`config.mk`:
```
export PLATFORM = sky130hd
export DESIGN_NAME = board_state_tracker
export DESIGN_NICKNAME = d
export VERILOG_FILES = /design/src/rtl/board_pkg.sv /design/src/rtl/board_line_check.sv /design/src/rtl/board_state_tracker.sv
export SDC_FILE = /design/constraint.sdc
export NUM_CORES = 1
export LEC_CHECK = 0
export ABC_AREA = 1
export CORE_MARGIN = 5
export CORE_UTILIZATION = 55
export DETAILED_ROUTE_END_ITERATION = 10
export PLACE_DENSITY_LB_ADDON = 0.25
export SYNTH_ARGS = -nofsm -noshare
export SYNTH_HDL_FRONTEND = slang
export SYNTH_HIERARCHICAL = 1
export SYNTH_SLANG_ARGS = --single-unit
```
`constraint.sdc`:
```
create_clock -name clk -period 4.36 [get_ports clk]
set_input_delay 0.654 -clock clk [delete_from_list [all_inputs] [get_ports clk]]
set_output_delay 0.654 -clock clk [all_outputs]
set_load 0.05 [all_outputs]
```
`src/rtl/board_pkg.sv`:
```
// Shared encodings, FSM states and line-index helpers for the macro-board state tracker.
package board_pkg;

  localparam logic [1:0] ST_OPEN = 2'b00;
  localparam logic [1:0] ST_P1   = 2'b01;
  localparam logic [1:0] ST_P2   = 2'b10;
  localparam logic [1:0] ST_TIE  = 2'b11;

  typedef enum logic [1:0] {IDLE, SCAN, DONE} fsm_state_e;

  // Line numbering: rows 0..n-1, columns n..2n-1, main diagonal 2n, anti-diagonal 2n+1.
  function automatic int unsigned num_lines(input int unsigned n);
    return 2 * n + 2;
  endfunction

  function automatic int unsigned col_line_base(input int unsigned n);
    return n;
  endfunction

  function automatic int unsigned diag_line(input int unsigned n);
    return 2 * n;
  endfunction

endpackage

```
`src/rtl/board_line_check.sv`:
```
// Flags whether every cell of one selected line belongs to P1 or to P2.
module board_line_check
  import board_pkg::*;
#(
  parameter int unsigned N = 3
) (
  input  logic [2*N-1:0] cells,
  output logic           p1_all,
  output logic           p2_all
);

  always_comb begin
    p1_all = 1'b1;
    p2_all = 1'b1;
    for (int unsigned i = 0; i < N; i++) begin
      if (cells[2*i +: 2] != ST_P1) p1_all = 1'b0;
      if (cells[2*i +: 2] != ST_P2) p2_all = 1'b0;
    end
  end

endmodule

```
`src/rtl/board_state_tracker.sv`:
```
// N x N macro-board cell store with a fixed-latency sequential win/draw evaluator.
module board_state_tracker
  import board_pkg::*;
#(
  parameter int unsigned N  = 3,
  parameter int unsigned AW = $clog2(N*N)
) (
  input  logic          clk,
  input  logic          rst_n,
  input  logic          clr,
  input  logic          wr_valid,
  output logic          wr_ready,
  input  logic [AW-1:0] wr_addr,
  input  logic [1:0]    wr_data,
  output logic          wr_err,
  input  logic [AW-1:0] rd_addr,
  output logic [1:0]    rd_data,
  output logic [1:0]    state_final,
  output logic          state_valid,
  output logic          busy
);

  localparam int unsigned CELLS = N * N;
  localparam int unsigned L     = num_lines(N);
  localparam int unsigned LW    = $clog2(L);
  localparam int unsigned CW    = $clog2(CELLS + 1);
  localparam int unsigned COLS  = col_line_base(N);
  localparam int unsigned DIAG  = diag_line(N);

  logic [CELLS-1:0][1:0] cells;
  fsm_state_e            state;
  logic [LW-1:0]         line_idx;
  logic [CW-1:0]         occ;
  logic                  win1;
  logic                  win2;
  logic [2*N-1:0]        line_cells;
  logic                  p1_all;
  logic                  p2_all;
  logic                  wr_in_range;
  logic                  rd_in_range;
  logic                  wr_take;
  logic                  wr_bad;
  int unsigned           li;
  int unsigned           ci;

  assign wr_in_range = {1'b0, wr_addr} < (AW+1)'(CELLS);
  assign rd_in_range = {1'b0, rd_addr} < (AW+1)'(CELLS);
  assign wr_take     = wr_valid && wr_ready && !clr;
  assign wr_bad      = (wr_data == ST_OPEN) || !wr_in_range ||
                       (cells[wr_addr] != ST_OPEN) || (state_final != ST_OPEN);

  // Gather the cells of the line currently being scanned.
  always_comb begin
    line_cells = '0;
    li = 32'(line_idx);
    ci = 0;
    for (int unsigned i = 0; i < N; i++) begin
      if (li < COLS)       ci = li * N + i;
      else if (li < DIAG)  ci = i * N + (li - COLS);
      else if (li == DIAG) ci = i * N + i;
      else                 ci = i * N + (N - 1 - i);
      line_cells[2*i +: 2] = cells[AW'(ci)];
    end
  end

  board_line_check #(.N(N)) u_line_check (
    .cells  (line_cells),
    .p1_all (p1_all),
    .p2_all (p2_all)
  );

  always_ff @(posedge clk or negedge rst_n) begin
    if (!rst_n) begin
      cells       <= '0;
      state       <= IDLE;
      line_idx    <= '0;
      occ         <= '0;
      win1        <= 1'b0;
      win2        <= 1'b0;
      state_final <= ST_OPEN;
      state_valid <= 1'b1;
      busy        <= 1'b0;
      wr_ready    <= 1'b1;
      wr_err      <= 1'b0;
    end else if (clr) begin
      cells       <= '0;
      state       <= IDLE;
      line_idx    <= '0;
      occ         <= '0;
      win1        <= 1'b0;
      win2        <= 1'b0;
      state_final <= ST_OPEN;
      state_valid <= 1'b1;
      busy        <= 1'b0;
      wr_ready    <= 1'b1;
      wr_err      <= 1'b0;
    end else begin
      wr_err <= 1'b0;
      case (state)
        IDLE: begin
          if (wr_take) begin
            if (wr_bad) begin
              wr_err <= 1'b1;
            end else begin
              cells[wr_addr] <= wr_data;
              occ            <= occ + CW'(1);
              line_idx       <= '0;
              state_valid    <= 1'b0;
              busy           <= 1'b1;
              wr_ready       <= 1'b0;
              state          <= SCAN;
            end
          end
        end
        SCAN: begin
          win1 <= win1 | p1_all;
          win2 <= win2 | p2_all;
          if (line_idx == LW'(L - 1)) state <= DONE;
          else                        line_idx <= line_idx + LW'(1);
        end
        DONE: begin
          if (win1 || win2)             state_final <= {win2, win1};
          else if (occ == CW'(CELLS))   state_final <= ST_TIE;
          else                          state_final <= ST_OPEN;
          state_valid <= 1'b1;
          win1        <= 1'b0;
          win2        <= 1'b0;
          busy        <= 1'b0;
          wr_ready    <= 1'b1;
          state       <= IDLE;
        end
        default: state <= IDLE;
      endcase
    end
  end

  // Read port ignores clr; a same-edge write is seen on the following read.
  always_ff @(posedge clk or negedge rst_n) begin
    if (!rst_n)           rd_data <= ST_OPEN;
    else if (rd_in_range) rd_data <= cells[rd_addr];
    else                  rd_data <= ST_OPEN;
  end

endmodule

```
-- After elaboration in Yosys (flattened, before gate mapping)
Index checks and enable logic that the tools add are counted.
- register bits: 36
- bits in latches: 0
- RAM bits: 0
- memory bits (read-only): 0
- input port bits: 14
- output and inout port bits: 8
- word-level logic and storage cells: 144
- memories kept: 0
- add/sub/neg operators: 7
- $mul: 1
- div/mod/pow operators: 0
- magnitude comparators: 10
- equal/unequal tests: 16
- shift operators: 0
- muxes and demuxes: 66
- bitwise operators: 2
- reduce and logical (&&, ||, !) cells: 23
- operators by type and width (operator ; number):
    $mux 18 ; 4
    $mux 4 ; 11
    $bmux 2 s4 ; 5
    $mux 2 ; 16
    $lt 4x5->1 const B ; 5
    $bwmux 18 ; 1
    $mux 1 ; 18
    $mux 3 ; 4
    $ne 3x3->1 const B ; 4
    $reduce_bool 2->1 ; 5
    $reduce_and 3->1 ; 3
    $reduce_bool 3->1 ; 3
    $add 4x1->4 const B ; 2
    $demux 2 s4 ; 1
    $lt 4x4->1 const B ; 2
    $ne 2x2->1 const B ; 4
    $pmux 1 s2 ; 4
    $eq 3x3->1 const B ; 2
    $ne 2x1->1 const B ; 3
    $pmux 3 s2 ; 1
    $add 2x4->4 const A ; 1
    $add 4x2->4 const B ; 1
    $add 4x4->4 const A ; 1
    $eq 4x4->1 const B ; 1
    other kinds (15) ; 23

-- Longest topological paths before layout
- word-level depth: 13
- gate-level depth with buffers: 21
- mapped depth without buffers: 20

-- Hierarchy
The synthesis kept the hierarchy.
- by module, submodules not included (module ; times used ; cells each ; area each (um^2) ; sequential area each (um^2)):
    board_state_tracker ; 1 ; 454 ; 3011.6 ; 902.1
    board_line_check ; 1 ; 14 ; 57.6 ; 0.0

-- Least setup slack after synthesis
No wires, ideal clock.
- path type: register -> register
- from: register line_idx[0]
- to: register win2
- library setup time: 78 ps
- arrival: 2455 ps
- data required time: 4282 ps
- setup slack: 1827 ps
- stages on the path, launching flop included: 15
- path buffers: 0
- clock period less this slack: 2533 ps
- cells stage by stage: dfrtp_1 ha_1 fa_1 ha_1 nor2_1 a31oi_1 nand2_1 inv_1 nor2_1 nand3_1 nand2_1 or2_0 nor2_1 nand2_1 a21oi_1
- elaborated cells on any way between the ends: 32
- those cells by class: 5 x add/sub; 1 x mul; 2 x order compare; 4 x eq/ne; 19 x mux; 1 x bitwise
- RTL lines (item ; line ; source):
    start: declaration ; board_state_tracker.sv:32 ; logic [LW-1:0] line_idx;
    start signal: assignment ; board_state_tracker.sv:119 ; else line_idx <= line_idx + LW'(1);
    branches (longest 3 deep; another with $mul 3x2->4) ; n/a ;
    $mux 4 * ; board_state_tracker.sv:58 ; if (li < COLS) ci = li * N + i;
    $bmux 2 s4 * ; board_state_tracker.sv:62 ; line_cells[2*i +: 2] = cells[AW'(ci)];
    $mux 2 (implied by the code) * ; board_state_tracker.sv:62 ;
    via line_cells[4] ; board_state_tracker.sv:36 ; logic [2*N-1:0] line_cells;
    $ne 2x2->1 * ; board_line_check.sv:17 ; if (cells[2*i +: 2] != ST_P2) p2_all = 1'b0;
    $mux 1 * ; board_line_check.sv:17 ;
    via p2_all ; board_state_tracker.sv:38 ; logic p2_all;
    $or 1x1->1 * ; board_state_tracker.sv:117 ; win2 <= win2 | p2_all;
    $pmux 1 s2 * ; board_state_tracker.sv:99 ; case (state)
    $mux 1 * ; board_state_tracker.sv:85 ; end else if (clr) begin
    end signal: assignment ; board_state_tracker.sv:117 ;
    end: declaration ; board_state_tracker.sv:35 ; logic win2;
Mark *: on every way through the listed nets, which the timed path passes. The select of a mux whose other input is x is not followed.
A chain may end at the register's enable or synchronous reset.

-- Worst setup path in the final report
- from: register line_idx[0]
- to: register win1
- elaborated cells on any way between the ends: 32
- those cells by class: 5 x add/sub; 1 x mul; 2 x order compare; 4 x eq/ne; 19 x mux; 1 x bitwise
- RTL lines (item ; line ; source):
    branches (longest 3 deep; another with $mul 3x2->4) ; n/a ;
    $mux 4 * ; board_state_tracker.sv:58 ;
    $bmux 2 s4 * ; board_state_tracker.sv:62 ;
    $mux 2 (implied by the code) * ; board_state_tracker.sv:62 ;
    via line_cells[4] ; board_state_tracker.sv:36 ;
    $ne 2x1->1 * ; board_line_check.sv:16 ; if (cells[2*i +: 2] != ST_P1) p1_all = 1'b0;
    $mux 1 * ; board_line_check.sv:16 ;
    via p1_all ; board_state_tracker.sv:37 ; logic p1_all;
    $or 1x1->1 * ; board_state_tracker.sv:116 ; win1 <= win1 | p1_all;
    $pmux 1 s2 * ; board_state_tracker.sv:99 ;
    $mux 1 * ; board_state_tracker.sv:85 ;
    end signal: assignment ; board_state_tracker.sv:116 ;
    end: declaration ; board_state_tracker.sv:34 ; logic win1;
Marks and branches as above.

==> flow_metrics.py <==
metrics = {
    "outcome": {
        "status": "completed",
    },
    "timing": {
        "finalSetupViolCount": 0,
        "max_freq_ghz": 0.318,
        "clock_skew_ns": 0.0112,
        "worst_slack_ns": 1.21,
        "maxSlewHeadroom_pct": 49.0,
        "grt_setup_unrepaired": "no",
        "hold_violations": 0,
        "period_minus_slack_ns": 3.15,
        "period_share_pct": 72.2,
        "tightest_slew_ns": 0.765,
        "slew_viol_final": 0,
        "tns_ns": 0,
    },
    "run": {
        "drv_cap": 0,
    },
    "clock_tree": {
        "clk_latency_ns": 0.29,
        "cts_setup_buffers": 0,
        "htree_levels": 2,
        "post_cts_resized": 0,
        "cts_hold_repair.buffers": 0,
        "clkSinkCount": 36,
        "clk_path_buf_depth": 2,
        "clk_pin_slew_ns": 0.08,
        "cts_tree": "done",
        "numCtsBuffers": 5,
        "root_buffer": "clkbuf_8",
    },
    "power": {
        "total_power_mw": 0.859,
        "cellPowerDensity_mw_per_mm2": 253,
        "power_leakage_nw": 1.74,
        "peakVddDrop_uv": 196,
    },
    "detailed_routing": {
        "drcViolationCount": 0,
        "met1Wirelength_um": 3450,
        "vias": 3150,
        "drtIter0Drc": 264,
        "wl_um": 7650,
        "dr_wl_met2_um": 3660,
        "drt-pass1-iter-count": 5,
        "ant_nets": 0,
        "wl_met3_um": 431,
        "vias_per_cell": 5.67,
        "top_layer": "met4",
        "avgRoutedWirePerCell_um": 13.8,
    },
    "setup_path": {
        "cp_slowest_cell": "ha_1",
        "cp-end-kind": "flop",
        "r2r_cells": 18,
        "max_stage_delay_ns": 0.56,
        "cp_num_buf_inv": 4,
        "critical_path_class": "reg -> reg",
        "r2r-start": "line_idx[0]",
        "start_kind": "flop",
        "arrival_ns": 3.37,
        "r2r_setup_slack_ns": 1.21,
        "crit_required_ns": 4.58,
        "worst_path_most_repeated_cell": "nand2_1",
        "cp_max_fo": 12,
        "crit_start": "line_idx[0]",
        "path_cells": "inv_2, ha_1, inv_1, ha_1, nor2_1, a31oi_1, nand2_1, inv_1, nand2_1, o21ai_1, nand2_1, nand2_1, nand2_1, inv_1, nand2_1, nor2_1, nand2_1, a21oi_1",
        "worstReg2RegEnd": "win1",
        "crit_family": "adder cells",
    },
    "synth": {
        "syn_area_sq_mm": 0.00307,
        "syn-mean-instance-area_sq_um": 6.56,
        "synth_nets": 496,
        "synth_cell_types": 33,
        "synth_cells": 468,
        "ys.warnings.count": 6,
        "ys_ff_latch": 36,
        "ys_seq_area_share_pct": 29.4,
    },
    "layout": {
        "drive_gt1_share_pct": 5.58,
        "design_area_sq_mm": 0.00339,
        "finalNetCount": 511,
        "finish.utilization_pct": 62.0,
        "area_growth_pct": 10.5,
        "diodes": 0,
    },
    "die": {
        "start_util_pct": 56.1,
        "die_width_um": 84.7,
        "fp.coreArea_sq_mm": 0.00547,
        "ios": 22,
        "dieArea_sq_mm": 0.00717,
        "die_y_um": 84.7,
        "rows": 27,
    },
    "global_routing": {
        "grt_antenna_before_repair": 0,
        "overflow": 0,
        "grt_pass1_vias": 3020,
        "track_usage_pct": 22.1,
        "grt_pass1_wl_um": 13300,
        "grt_max_degree": 37,
    },
    "placed_design": {
        "dp_hpwl_um": 5790,
        "place_area_sq_mm": 0.00328,
        "port-buffer-count": 21,
        "gp_congestion": 0.888,
        "dp_slack_ns": 1.28,
    },
    "min_path": {
        "hp-class": "in -> async",
    },
}
==> placed cells by master, fill, tap and decap left out, types with 13 or more instances in the layout <==
cell type / synthesis / routed
nor2_1: 62 / 62
dfrtp_1: 35 / 35
nand4_1: 33 / 33
ha_1: 13 / 13
o211ai_1: 17 / 17
clkdlybuf4s50_1: 0 / 20
nand2_1: 116 / 116
nand3_1: 48 / 48
o21ai_0: 23 / 23
inv_1: 57 / 57
a21oi_1: 13 / 13
==> how the worst max path moves through the flow <==
stage / endpoint / cells after the start
after floorplan: win2 / 14
after global placement: win1 / 18
after detailed placement: win1 / 18
after CTS: win1 / 18
after global routing: win1 / 18
final: win1 / 18
==> flip-flops by register name (all words and copies together), names as in the netlist, 2 cells and up <==
| register | cells |
|---|---|
| cells | 18 |
| line_idx | 3 |
| occ | 4 |
| rd_data | 2 |
| state | 2 |
| state_final | 2 |
==> per-stage QoR <==
| step | instances | hold WS [ns] |
|---|---|---|
| after global routing | 556 | 0.505 |
| after floorplan | 468 | 0.358 |
| after detailed placement | 548 | 0.474 |
| after global placement | 548 | 0.466 |
| after CTS | 556 | 0.464 |
| final | 556 | 0.434 |
==> cell type report <==
class / instances / area [sq um]
inverters: 61 / 229
well taps: 72 / 90.1
clock buffers: 5 / 68.8
multi-input cells: 356 / 1840
clock inverters: 3 / 42.5
repair buffers: 23 / 220
fillers: 511 / 2080
flip-flops and latches: 36 / 902
==> logic make-up (layout without fill, tap and decap cells) <==
family          after synthesis  in the layout  synth area share (%)
fa+ha+maj                    14             14                  5.95
simple gates                277            277                  40.9
flops                        36             36                  29.4
compound gates               58             58                  11.1
buf+inv                      76             92                  10.7
xor+xnor                      7              7                  2.00
==> synthesized netlist by cell type <==
| cell | instances | area (sq um) |
|---|---|---|
| a21boi_0 | 1 | 7.51 |
| a21oi_1 | 13 | 65.1 |
| a21oi_2 | 1 | 8.76 |
| a31oi_1 | 1 | 6.26 |
| and3b_1 | 1 | 8.76 |
| buf_2 | 1 | 5.00 |
| buf_4 | 5 | 37.5 |
| buf_6 | 3 | 33.8 |
| clkbuf_1 | 6 | 22.5 |
| clkinv_1 | 1 | 3.75 |
| dfrtp_1 | 35 | 876 |
| dfstp_2 | 1 | 26.3 |
| fa_1 | 1 | 20.0 |
| ha_1 | 13 | 163 |
| inv_1 | 57 | 214 |
| inv_2 | 3 | 11.3 |
| nand2_1 | 116 | 435 |
| nand2_2 | 5 | 31.3 |
| nand2_4 | 1 | 11.3 |
| nand3_1 | 48 | 240 |
| nand3_2 | 1 | 10.0 |
| nand3b_1 | 1 | 7.51 |
| nand4_1 | 33 | 206 |
| nor2_1 | 62 | 233 |
| nor2_4 | 3 | 33.8 |
| nor3_1 | 3 | 15.0 |
| nor3_2 | 1 | 10.0 |
| o211ai_1 | 17 | 128 |
| o21ai_0 | 23 | 115 |
| o21ai_1 | 2 | 10.0 |
| or2_0 | 2 | 12.5 |
| xnor2_1 | 3 | 26.3 |
| xor2_1 | 4 | 35.0 |
==> where the power goes <==
group / switching [mW] / total (mW) / internal, mW
combinational: 0.149 / 0.219 / 0.0700
sequential: 0.00814 / 0.350 / 0.342
clock: 0.121 / 0.290 / 0.169
==> routing by layer <==
metal	vias to the layer above	GRT usage, %
met3	15	2.85
met2	118	38.1
met1	1442	28.9
met5	-	0
met4	0	6.33
li1	1575	-
No activity file was read; power rests on OpenSTA's default activity.
